`src/rtl/ffa2_post_combine.sv`:
```
// ---------------------------------------------------------------------------
// ffa2_post_combine
//
// Post-add/delay stage of a 2-parallel fast-FIR (FFA). Takes the outputs of
// the three half-length sub-filters (H0, H0+H1, H1) for one input beat and
// forms the two output phases:
//    Y0 = H0 + z^-1 * H1        (h1_dly is the previous beat's H1 output)
//    Y1 = (H0+H1) - H0 - H1
// Both results are saturated to DATA_W bits, written into a 4-entry sample
// FIFO and streamed out one sample per cycle, Y0 first.
//
// Ports:
//    clk        system clock, rising edge
//    reset      asynchronous active-low reset
//    en         global enable; when low all state holds and no transfers occur
//    flush      synchronous clear of the FIFO and the H1 delay register
//    in_valid   sub-filter outputs valid this cycle
//    in_ready   a beat can be accepted (room for two samples)
//    h0_in      signed H0 sub-filter output
//    h01_in     signed (H0+H1) sub-filter output
//    h1_in      signed H1 sub-filter output
//    out_valid  out_data holds a sample
//    out_ready  downstream accepts the sample
//    out_data   signed serial output sample (0 when the FIFO is empty)
//    sat_flag   sticky: some output saturated since the last clear
//    sat_clr    synchronous clear of sat_flag
// ---------------------------------------------------------------------------
module ffa2_post_combine #(
   parameter int DATA_W     = 16,
   parameter int FIFO_DEPTH = 4
) (
   input  logic              clk,
   input  logic              reset,
   input  logic              en,
   input  logic              flush,
   input  logic              in_valid,
   output logic              in_ready,
   input  logic [DATA_W-1:0] h0_in,
   input  logic [DATA_W-1:0] h01_in,
   input  logic [DATA_W-1:0] h1_in,
   output logic              out_valid,
   input  logic              out_ready,
   output logic [DATA_W-1:0] out_data,
   output logic              sat_flag,
   input  logic              sat_clr
);

   // Two guard bits: the three-operand difference for Y1 needs both.
   localparam int EXT_W = DATA_W + 2;

   logic [DATA_W-1:0] mem [FIFO_DEPTH];
   logic [1:0]        wr_ptr;
   logic [1:0]        rd_ptr;
   logic [2:0]        count;
   logic [DATA_W-1:0] h1_dly;

   logic              accept;
   logic              pop;
   logic [EXT_W-1:0]  y0_raw;
   logic [EXT_W-1:0]  y1_raw;
   logic [DATA_W-1:0] y0_sat;
   logic [DATA_W-1:0] y1_sat;
   logic              y0_ovf;
   logic              y1_ovf;

   // Sign-extend a DATA_W operand to the guarded width.
   function automatic logic [EXT_W-1:0] sext(input logic [DATA_W-1:0] v);
      return {{(EXT_W-DATA_W){v[DATA_W-1]}}, v};
   endfunction

   // A guarded value fits DATA_W exactly when its top three bits agree.
   function automatic logic ovf(input logic [EXT_W-1:0] v);
      return !((v[EXT_W-1:DATA_W-1] == '0) || (v[EXT_W-1:DATA_W-1] == '1));
   endfunction

   function automatic logic [DATA_W-1:0] clamp(input logic [EXT_W-1:0] v);
      logic [DATA_W-1:0] r;
      if (!ovf(v))
         r = v[DATA_W-1:0];
      else if (v[EXT_W-1])
         r = {1'b1, {(DATA_W-1){1'b0}}};
      else
         r = {1'b0, {(DATA_W-1){1'b1}}};
      return r;
   endfunction

   // Handshake decode uses only registered count, never out_ready, so
   // in_ready carries no combinational path from the downstream side.
   assign in_ready  = en & reset & (count <= 3'd2);
   assign out_valid = en & (count != 3'd0);
   assign out_data  = (count != 3'd0) ? mem[rd_ptr] : '0;

   assign accept = en & in_valid & in_ready;
   assign pop    = en & out_valid & out_ready;

   // NOTE: every variable gets a value on every path through always_comb;
   // a branch that skipped an assignment would infer a latch.
   always_comb begin
      y0_raw = '0;
      y1_raw = '0;
      y0_raw = sext(h0_in) + sext(h1_dly);
      y1_raw = sext(h01_in) - sext(h0_in) - sext(h1_in);
   end

   assign y0_sat = clamp(y0_raw);
   assign y1_sat = clamp(y1_raw);
   assign y0_ovf = ovf(y0_raw);
   assign y1_ovf = ovf(y1_raw);

   // NOTE: sample storage carries no reset; out_data is forced to 0 while
   // the FIFO is empty, so stale contents are never observable.
   always_ff @(posedge clk) begin
      if (accept && !flush) begin
         mem[wr_ptr]        <= y0_sat;
         mem[wr_ptr + 2'd1] <= y1_sat;
      end
   end

   // NOTE: state registers use non-blocking assignments so every update in
   // this block sees the pre-edge values of count and the pointers.
   always_ff @(posedge clk or negedge reset) begin
      if (!reset) begin
         wr_ptr <= '0;
         rd_ptr <= '0;
         count  <= '0;
         h1_dly <= '0;
      end else if (flush) begin
         // Discards any same-cycle accept or pop.
         wr_ptr <= '0;
         rd_ptr <= '0;
         count  <= '0;
         h1_dly <= '0;
      end else begin
         if (accept) begin
            wr_ptr <= wr_ptr + 2'd2;
            h1_dly <= h1_in;
         end
         if (pop)
            rd_ptr <= rd_ptr + 2'd1;
         count <= count + (accept ? 3'd2 : 3'd0) - (pop ? 3'd1 : 3'd0);
      end
   end

   // Sticky saturation indicator; a saturating beat wins over sat_clr.
   always_ff @(posedge clk or negedge reset) begin
      if (!reset)
         sat_flag <= 1'b0;
      else if (accept && !flush && (y0_ovf || y1_ovf))
         sat_flag <= 1'b1;
      else if (sat_clr)
         sat_flag <= 1'b0;
   end

endmodule

```
`config.mk`:
```
export PLATFORM = sky130hd
export DESIGN_NAME = ffa2_post_combine
export DESIGN_NICKNAME = d
export VERILOG_FILES = /design/src/rtl/ffa2_post_combine.sv
export SDC_FILE = /design/constraint.sdc
export NUM_CORES = 1
export LEC_CHECK = 0
export CORE_MARGIN = 1
export CORE_UTILIZATION = 35
export DETAILED_ROUTE_END_ITERATION = 16
export HOLD_SLACK_MARGIN = 0.1
export MAX_ROUTING_LAYER = met4
export PLACE_DENSITY = 0.65
export SYNTH_ARGS = -nofsm -noshare
export SYNTH_HDL_FRONTEND = slang
export SYNTH_SLANG_ARGS = --single-unit
```
`constraint.sdc`:
```
create_clock -name clk -period 6.3 [get_ports clk]
set_input_delay 0.945 -clock clk [delete_from_list [all_inputs] [get_ports clk]]
set_output_delay 0.945 -clock clk [all_outputs]
set_load 0.05 [all_outputs]
```
==> results_dict.tcl <==
set metrics [dict create \
    hold_viol 0 \
    nFillCells 1599 \
    cts_tree "built" \
    synth_nets 688 \
    fin_crit_sh_pct 70.8 \
    synth_cells 580 \
    met1Wirelength_um 7110 \
    routed_wl_um 15200 \
    wl_met2_um 7310 \
    critPathMaxStageDelay_ps 620 \
    postRouteAntennaNets 0 \
    cts-resized-gates 0 \
    avgRoutedWirePerCell_um 17.4 \
    critPathMaxFanout 11 \
    timing.setup.tns_ps 0 \
    relSlewSlack_pct 25.6 \
    io_pins 74 \
    drive_gt1_share_pct 9.10 \
    rsz0062_at_grt "false" \
    drt-pass1-iter-count 5 \
    cp.required_ps 6360 \
    die_area_sq_um 18100 \
    critPathSlowestCell "nor2_1" \
    dp_hpwl_um 11800 \
    clock_path_buffers 2 \
    cts_hold_buf 0 \
    ys_ff_latch 87 \
    critPathCaptureType "flop" \
    crit_buf_inv 2 \
    crit_family "compound AO/OA/AOI/OAI gates" \
    highest_layer "met4" \
    synthTopCellsByArea "edfxtp_1, dfrtp_1, ha_1, mux4_2, fa_1" \
    cap_violations 0 \
    track_usage_pct 18.1 \
    dr_wl_met3_um 555 \
    post_synth.cell_area_avg_sq_um 10.6 \
    ys_types 63 \
    hp-class "reg2reg" \
    drt_iter0_drc 298 \
    clock-sinks 87 \
    htree_levels 3 \
    grt_pass1_wl_um 24300 \
    peakVddDrop_mv 0.136 \
    synth_edf_count 64 \
    antenna_cells 0 \
    clk_pin_slew_ps 70 \
    slew_viol_final 0 \
    leakage_uw 0.00292 \
    grt-ovfl-total 0 \
    portBuffers 73 \
    tightest_slew_ps 1120 \
    final_common_cell "clkdlybuf4s50_1" \
    cts-root-buf "clkbuf_16" \
    rows 48 \
    grt_pass1_vias 4537 \
    insertion_delay_ps 360 \
    critPathLaunchType "primary input" \
    critPathArrivalTime_ps 4520 \
    vias 4591 \
    cts_buffers 9 \
    powerDensity_nw_per_um2 284 \
    worstSetupPathType "in2reg" \
    yosysWarnings 0 \
    start_util_pct 35.7 \
    dieHeight_um 135 \
    via_per_inst 5.26 \
    finalWeightedCongestion 0.864 \
    clock.fmax_mhz 224 \
    synth_flop_cell "edfxtp_1" \
    netlist_area_sq_um 6150 \
    status "finished clean" \
    multi_input_area_sq_um 3310 \
    synth-seq-area-share_pct 40.6 \
    period_needed_ps 4460 \
    final_cell_mix "clkdlybuf4s50_1, nand2_1, edfxtp_1" \
    fin_nets 751 \
    yosysTopAreaCell "edfxtp_1" \
    synth_top_cell_area_share_pct 31.3 \
    post-place-ws_ps 1520 \
    skew_ps 13.0 \
    coreArea_sq_um 17200 \
    grt_max_degree 26 \
    fin_ws_ps 1840 \
    drcViolationCount 0 \
    async_flop_share_pct 26.4 \
    post_cts_buffers 0 \
    die_w_um 135 \
    crit_chain "clkdlybuf4s50_1 > inv_1 > fa_1 > ha_1 > a21o_1 > a31oi_1 > o31a_1 > o21ai_1 > xnor2_1 > o21a_1 > nor2_1 > a22oi_1" \
    setup_viol 0 \
    areaGrowthSynthToFinish_pct 19.5 \
    antenna_found_initial 0 \
    ff_latch_area_sq_um 2500 \
]
==> final timing paths <==
path                                          end                   from  slack (ps)  cells after the start
setup / recovery              mem[1][5]$_DFFE_PP_               h0_in[3]        1840                     12
hold / removal               sat_flag$_DFFE_PN0P_   sat_flag$_DFFE_PN0P_         530                      2
setup reg to reg              mem[3][3]$_DFFE_PP_  h1_dly[0]$_DFFE_PN0N_        2970                     10
hold reg to reg              sat_flag$_DFFE_PN0P_   sat_flag$_DFFE_PN0P_         530                      2
max in group asynchronous  h1_dly[13]$_DFFE_PN0N_                  reset        5060                      2
min in group asynchronous   rd_ptr[1]$_DFFE_PN0P_                  reset         960                      2
==> per-layer routing <==
metal / up-vias / global-route usage [%]
met1: 2260 / 23.8
met5: - / -
met4: 0 / 6.18
met2: 104 / 28.9
li1: 2209 / -
met3: 18 / 2.06
==> per-stage QoR <==
stage	hold WS, ps	power (uW)	std cells	util (%)	area [sq um]
final	526	2090	873	42.6	7350
after detailed placement	510	1580	857	41.0	7080
after global placement	504	1570	857	41.0	7080
after global routing	544	2190	873	42.6	7350
after floorplan	506	1320	580	-	6150
after CTS	530	2100	873	42.6	7350
==> kinds of logic (layout without fill, tap and decap cells) <==
logic type / count (synthesis) / in the layout / synth area share (%)
AND/OR/NAND/NOR: 142 / 142 / 10.9
XOR/XNOR: 31 / 31 / 4.42
buffers and inverters: 85 / 153 / 5.62
multiplexers: 16 / 16 / 5.86
flip-flops: 87 / 87 / 40.6
AO/OA/AOI/OAI: 164 / 164 / 19.4
adder cells (fa/ha/maj): 55 / 55 / 13.2
==> worst reg2reg max path, cell delays in order (launching register included) <==
cell      delay, ps
dfrtp_1         390
ha_1            230
fa_1            430
a211oi_1        290
o21a_1          220
a211oi_2        110
nor3b_2         310
a211oi_4        120
and2_1          310
a21oi_1         440
a22oi_1         170
==> cell type report <==
type	instances	area share, %
clock buffers	10	3.12
clock inverters	6	0.596
inverters	59	3.01
multi-input cells	408	45.0
flip-flops and latches	87	34.0
well taps	225	3.83
repair buffers	78	10.5
==> synthesized netlist by cell type, drive strengths merged, types with 4 or more instances <==
| master | n |
|---|---|
| nand2 | 68 |
| edfxtp | 64 |
| inv | 59 |
| a21oi | 56 |
| ha | 36 |
| nor2 | 26 |
| dfrtp | 23 |
| and2 | 20 |
| xnor2 | 20 |
| fa | 17 |
| mux4 | 16 |
| a21boi | 15 |
| clkbuf | 14 |
| o21ai | 14 |
| a2bb2oi | 12 |
| buf | 12 |
| a21o | 11 |
| xor2 | 11 |
| o21a | 9 |
| a22oi | 8 |
| a211o | 5 |
| a211oi | 5 |
| o22ai | 5 |
| and3 | 4 |
| nand2b | 4 |
| nor2b | 4 |
| o22a | 4 |
| or3 | 4 |
==> state kept, by name, summed over array words and instances (netlist names) <==
name	count
mem	64
h1_dly	16
count	3
rd_ptr	2
sat_flag	1
wr_ptr	1
==> power breakdown <==
part	internal (uW)	switching (uW)	total, uW
clock network	270	242	512
registers	658	23.1	681
logic	352	540	892
(Power assumes the default switching activity.)
